### src/rtl/delta_mod_encoder_mc.sv
// Multi-channel delta-modulation spike encoder: one reconstruction register per channel,
// channel-tagged samples in, registered up/down/none spike events out on a valid/ready stream.
module delta_mod_encoder_mc #(
    parameter int DATA_W = 4,
    parameter int NUM_CH = 4,
    parameter int CNT_W  = 16,
    parameter int CH_W   = (NUM_CH > 1) ? $clog2(NUM_CH) : 1
) (
    input  logic              clk,
    input  logic              rst,
    input  logic [DATA_W-1:0] threshold,
    input  logic              step_mode,
    input  logic              off_spike,
    input  logic              in_valid,
    output logic              in_ready,
    input  logic [CH_W-1:0]   in_ch,
    input  logic [DATA_W-1:0] in_data,
    input  logic              load_prev,
    input  logic [CH_W-1:0]   load_ch,
    input  logic [DATA_W-1:0] force_prev,
    output logic              out_valid,
    input  logic              out_ready,
    output logic [CH_W-1:0]   out_ch,
    output logic [1:0]        out_spike,
    output logic [DATA_W-1:0] out_prev,
    output logic [CNT_W-1:0]  spike_cnt
);

    logic [DATA_W-1:0] prev_mem [NUM_CH];
    logic [DATA_W-1:0] prev_cur;
    logic [DATA_W-1:0] step_up;
    logic [DATA_W-1:0] step_dn;
    logic [DATA_W-1:0] next_prev;
    logic [DATA_W:0]   sum_up;
    logic              accept;
    logic              ch_ok;
    logic              load_ok;
    logic              up;
    logic              down;
    logic              emit;
    logic              collide;

    assign in_ready = !out_valid || out_ready;
    assign accept   = in_valid && in_ready;
    assign ch_ok    = int'(in_ch) < NUM_CH;
    assign load_ok  = int'(load_ch) < NUM_CH;
    assign collide  = load_prev && load_ok && (load_ch == in_ch);

    // Magnitude compares on unsigned operands avoid a signed diff while keeping the same rule.
    always_comb begin
        prev_cur  = '0;
        if (ch_ok) begin
            prev_cur = prev_mem[in_ch];
        end
        up        = (in_data > prev_cur) && ((in_data - prev_cur) >= threshold);
        down      = (in_data < prev_cur) && ((prev_cur - in_data) >= threshold);
        sum_up    = {1'b0, prev_cur} + {1'b0, threshold};
        step_up   = sum_up[DATA_W] ? '1 : sum_up[DATA_W-1:0];
        step_dn   = (prev_cur < threshold) ? '0 : (prev_cur - threshold);
        next_prev = prev_cur;
        if (up || down) begin
            if (!step_mode) begin
                next_prev = in_data;
            end else if (up) begin
                next_prev = step_up;
            end else begin
                next_prev = step_dn;
            end
        end
        emit      = accept && ch_ok && (up || down || off_spike);
    end

    // The force-load is written last so it wins over a same-edge sample update.
    always_ff @(posedge clk) begin
        if (rst) begin
            for (int i = 0; i < NUM_CH; i++) begin
                prev_mem[i] <= '0;
            end
            out_valid <= 1'b0;
            out_ch    <= '0;
            out_spike <= 2'b00;
            out_prev  <= '0;
            spike_cnt <= '0;
        end else begin
            if (out_valid && out_ready) begin
                out_valid <= 1'b0;
            end
            if (emit) begin
                out_valid <= 1'b1;
                out_ch    <= in_ch;
                out_spike <= {up, down};
                out_prev  <= collide ? force_prev : next_prev;
                if ((up || down) && (spike_cnt != '1)) begin
                    spike_cnt <= spike_cnt + CNT_W'(1);
                end
            end
            if (accept && ch_ok && (up || down)) begin
                prev_mem[in_ch] <= next_prev;
            end
            if (load_prev && load_ok) begin
                prev_mem[load_ch] <= force_prev;
            end
        end
    end

endmodule

### config.mk
export PLATFORM = sky130hd
export DESIGN_NAME = delta_mod_encoder_mc
export DESIGN_NICKNAME = d
export VERILOG_FILES = /design/src/rtl/delta_mod_encoder_mc.sv
export SDC_FILE = /design/constraint.sdc
export NUM_CORES = 1
export LEC_CHECK = 0
export ABC_AREA = 0
export BUFFER_PORTS_ARGS = -buffer_cell sky130_fd_sc_hd__buf_2
export CAP_MARGIN = 0
export CORE_UTILIZATION = 60
export DETAILED_ROUTE_END_ITERATION = 8
export GPL_ROUTABILITY_DRIVEN = 1
export PLACE_DENSITY = 0.81
export REMOVE_ABC_BUFFERS = 1
export SLEW_MARGIN = 30
export SYNTH_ARGS = -nofsm -noshare
export SYNTH_HDL_FRONTEND = slang
export SYNTH_SLANG_ARGS = --single-unit
export TNS_END_PERCENT = 100
### constraint.sdc
create_clock -name clk -period 8.7 [get_ports clk]
set_input_delay 2.175 -clock clk [delete_from_list [all_inputs] [get_ports clk]]
set_output_delay 2.175 -clock clk [all_outputs]
set_load 0.005 [all_outputs]
## After elaboration in Yosys (flattened, before gate mapping)

Memories as Yosys holds them, arrays and structs flattened.
Cells that the tools add are included.

| word-level totals | value |
|---|---|
| bits in registers | 25 |
| memory bits (writable) | 16 |
| input bits | 23 |
| output and inout port bits | 26 |
| word-level logic and storage cells | 56 |
| memories | 1 |

| cells by class | value |
|---|---|
| $add $sub $neg | 5 |
| magnitude comparators | 5 |
| equal/unequal tests | 2 |
| muxes and demuxes | 22 |
| reduce and logical (&&, ||, !) cells | 16 |

Memory list:

| name | words | width | rd ports | clocked after Yosys merged registers in | write ports | RTL line | source |
|---|---|---|---|---|---|---|---|
| prev_mem | 4 | 4 | 1 | 0 | 4 | 29 | `logic [DATA_W-1:0] prev_mem [NUM_CH];` |

Operators by type and width:

| kind | number |
|---|---|
| $mux W4 | 8 |
| $add A16 B1 Y16 const B | 1 |
| $ne A16 B16 Y1 const B | 1 |
| $mux W1 | 12 |
| $sub A4 B4 Y4 | 3 |
| $ge A4 B4 Y1 | 2 |
| $logic_and A1 B1 Y1 | 8 |
| $lt A4 B4 Y1 | 2 |
| $reduce_or A4 Y1 | 2 |
| $add A4 B4 Y5 | 1 |
| $gt A4 B4 Y1 | 1 |
| $mux W2 | 2 |
| $logic_or A1 B1 Y1 | 3 |
| $eq A2 B2 Y1 | 1 |
| $reduce_and A2 Y1 | 1 |
| $reduce_bool A2 Y1 | 1 |
| $logic_not A1 Y1 | 1 |

## Longest topological paths before layout

An unclocked memory read counts as a cell.

| depth | value |
|---|---|
| depth in word-level cells | 11 |
| depth in mapped cells | 16 |
| gate-level depth less buffers | 13 |

## Least setup slack after synthesis

Ideal clock, no wire load.

| path | value |
|---|---|
| kind | input -> register |
| from | input in_ch[0] |
| to | register spike_cnt[14] |
| library setup time | 0.070 ns |
| arrival | 5.688 ns |
| data required time | 8.630 ns |
| slack | 2.941 ns |
| stages | 14 |
| path buffers | 3 |
| cells stage by stage | buf_1 -> mux4_2 -> ha_1 -> buf_2 -> a21oi_1 -> xnor2_1 -> ha_1 -> o21a_1 -> o21ai_1 -> or3_4 -> buf_6 -> a2111o_1 -> or4b_1 -> a21oi_1 |

| on the way | value |
|---|---|
| cells in the longest elaborated chain, start to end | 8 |
| elaborated cells on any way between the ends | 14 |
| classes of those cells | add/sub: 2; order compare: 4; reduce/logical: 7; memory: 1 |

RTL lines:

| element | RTL line | source |
|---|---|---|
| start, declared | 16 | `input logic [CH_W-1:0] in_ch,` |
| $mem_v2 Z4 W4 (*) | - |  |
| $sub A4 B4 Y4 (on tied branches) | 55, 56 |  |
| $ge A4 B4 Y1 (on tied branches) | 55, 56 |  |
| $logic_and A1 B1 Y1 (on tied branches) | 55, 56 |  |
| $logic_or A1 B1 Y1 (*) | 70, 93 |  |
| $logic_or A1 B1 Y1 | 70 | `emit = accept && ch_ok && (up \|\| down \|\| off_spike);` |
| $logic_and A1 B1 Y1 | 70 |  |
| $reduce_and A2 Y1 (no line) (*) | - |  |
| end signal, assigned | 94 | `spike_cnt <= spike_cnt + CNT_W'(1);` |
| end, declared | 26 | `output logic [CNT_W-1:0] spike_cnt` |

Mark *: on every way between the ends. The rest lies on a longest branch, timed or not.
A chain may end at the register's enable or synchronous reset.

==> key figures <==
Cells and area
  • Final nets: 430
  • Layout cell share with drive strength beyond 1: 17.89%
  • N_diodes: 0
  • Area growth, synth to finish: 12.58%
  • # fillers: 377

STA
  • Slew Limit Fails: 0
  • Unrepaired setup endpoints after global routing: no
  • Setup Viol. Count Final: 0
  • Setup Skew: 7.012 ps
  • Fin crit share: 69.48%
  • Slew @ Worst Pin: 843.2 ps
  • Slew HR: 42.33%
  • Max Fclk: 165.4 MHz
  • Final hold viol count: 0
  • Hold Slack: 480.7 ps
  • Tmin final: between 6000 and 7000 ps
  • Setup TNS: 0 ps

Synth
  • YS warnings: 0
  • FF+latch count, synth: 41
  • Mapped cell area: 2994 µm²
  • Synth top area share: 16.72%
  • Post-synthesis sequential area ratio: 32.76%
  • Dominant synthesized flop cell: dfxtp_1
  • Unique masters post-synth: a little under 60
  • Avg Cell Area, Syn: roughly 8.9 µm²
  • Number of synthesized flops with an enable pin: 16
  • Synth top cells by count: 32 x inv_1, 31 x nand2_1, 25 x dfxtp_1
  • Top cells by area, synth: dfxtp_1 17%, edfxtp_1 16%, ha_1 10%
  • Count leader, synth: inv_1
  • Mapped Cells: approximately 340
  • FFs w/ async S/R, synth: 0%
  • Synth area leader: dfxtp_1

Clocking
  • Hold_buf cts: 0
  • Worst-Skew Late Latency: 300 ps
  • Post CTS Setup Buffer Count: 0
  • CTS tree: built
  • TritonCTS Buffers: 5
  • Clock Tree Root: clkbuf_8
  • CTS clk-pin slew, worst paths: ~70 ps
  • Max clock buf depth: 2
  • Clk sinks: 41
  • CTS resizes: 0
  • H-Tree Depth: 2

Run status
  • Status: finished clean

Die
  • Die width: 72.64 µm
  • IO Count: 49
  • Die Area: approximately 5300 µm²
  • Row cnt: 25
  • Initial Utilization: 62.97%
  • Core Box Area: 4755 µm²
  • Chip height: 72.64 µm

Setup path
  • RR Startpoint: prev_mem[2][1]$_DFFE_PP_
  • CP max stage cell: a2111oi_0
  • Crit-path max FO: 12
  • Crit path max-delay family: compound AO/OA/AOI/OAI gates
  • Worst Setup SP: in_ch[0]
  • CP required: a little under 9000 ps
  • Arr. time, crit path: 6080 ps
  • Critical Path, Cell by Cell: buf_2 -> mux4_2 -> ha_1 -> a21o_1 -> a21oi_1 -> xnor2_1 -> ha_1 -> a2111oi_0 -> nor3_1 -> nor2_1 -> nor2_1 -> a311o_1
  • Setup Crit Path Kind: in2reg
  • CP Capture Type: register
  • Slowest stage delay, CP: 760 ps
  • Startpoint type of the worst setup path: input pin
  • Buffer and inverter count on the worst path: 1

Placement
  • HPWL Detailed: 5540 µm
  • Placer Congestion: 0.9509
  • Port bufs: 48

Detailed routing
  • DR WL/cell: 16.21 µm
  • First-pass DRT Iterations: 5
  • Post-route ant nets: 0
  • Drt initial violations: 175
  • Post-route DRC violation count: 0
  • Vias/cell: 6.107
  • Detailed Route WL: about 7200 µm
  • Vias post-DR: between 2000 and 3000

Global route
  • Vias in the first global route: 2622
  • Largest net degree at the start of global routing: 36
  • Initial antenna violation count: 0
  • First-pass GRT wire length: 11960 µm
  • GR Util All Layers: between 20 and 30%
  • Grt ovf: 0

Min path
  • Hold_sp: out_prev[3]$_SDFFE_PP0P_
  • HP Class: reg2reg

Power
  • LEAKAGE: about 0.0014 µW
  • Max VDD drop: 0.1260 mV
  • P per Cell Area: 177.7 nW/µm²

Job
  • Max cap viols: 0
-- where the power goes --
part / switching [µW] / internal (µW) / total (µW)
sequential: 9.28 / 218 / 227
combinational: 142 / 93.5 / 236
clock: 63.1 / 73.1 / 136
-- state kept, by name, indices dropped and copies added (netlist names) --
signal	cells
out_ch	2
out_prev	4
out_spike	2
out_valid	1
prev_mem	16
spike_cnt	16
-- through the flow --
stage	total power [µW]	setup WS, ps	cell area [µm²]	instances	utilization [%]
after global placement	455.5	2475	3262	439	68.61
after CTS	596.2	2688	3363	447	70.74
after global routing	636.2	2322	3371	447	70.89
after floorplan	389.7	2924	2930	323	-
after detailed placement	459.9	2382	3262	439	68.61
final	598.9	2655	3371	447	70.89
-- area by class of cell --
type | instances | area [µm²] | share of cell area (%)
Timing Repair Buffer | 49 | 247.7 | 7.350
Clock buffer | 7 | 97.59 | 2.895
Multi-Input combinational cell | 250 | 1837 | 54.49
Sequential cell | 41 | 980.9 | 29.10
Inverter | 32 | 120.1 | 3.563
Clock inverter | 1 | 3.754 | 0.1114
Tap cell | 67 | 83.83 | 2.487
-- kinds of logic (layout without fill, tap and decap cells) --
group	after synthesis	count (layout)	synth area share, %
DFF	41	41	32.76
muxes	11	11	5.433
AOI/OAI and AO/OA	97	97	22.11
buffers and inverters	46	89	6.143
and+or+nand+nor	103	103	17.63
adders and majority gates	28	28	12.70
xor gates and xnor gates	11	11	3.218
-- worst register-to-register path: stages (launching register included) --
cell and delay, ps:
edfxtp_1 410, mux4_2 610, ha_1 360, a21o_1 190
a21oi_1 160, xnor2_1 90, ha_1 200, a2111oi_0 760
nor3_1 300, nor2_1 330, nor2_1 130, a311o_1 450
-- final timing paths --
check | to | depth (start not counted) | slack [ps]
worst max-delay path | prev_mem[1][2]$_DFFE_PP_ | 12 | 2660
worst min-delay path | out_prev[3]$_SDFFE_PP0P_ | 2 | 480
worst max register to register | prev_mem[1][2]$_DFFE_PP_ | 11 | 4450
worst min register to register | out_prev[3]$_SDFFE_PP0P_ | 2 | 480
-- cell usage in the layout, fill, tap and decap left out, drive strengths merged, types with 3 or more instances in the layout --
cell,netlist,layout
a21o,5,5
a21oi,20,20
a221oi,7,7
a31o,4,4
and2,5,5
and3,3,3
buf,6,49
clkbuf,8,7
dfxtp,25,25
edfxtp,16,16
fa,4,4
ha,24,24
inv,32,32
mux2i,5,5
mux4,4,4
nand2,31,31
nand2b,4,4
nand3,4,4
nand3b,3,3
nand4,8,8
nor2,22,22
nor2b,4,4
nor3,6,6
o2111ai,3,3
o211ai,3,3
o21ai,28,28
o31ai,3,3
or3,5,5
xnor2,8,8
xor2,3,3
-- per-layer routing --
layer	vias to the layer above	part of all wire, %	GRT usage, %
li1	1329	-	-
met3	21	7.3	6.906
met5	-	0	0
met4	0	2.2	12.20
met2	133	48	48.91
met1	1247	42	37.50
Note: power is estimated with default switching activity, not from simulation.
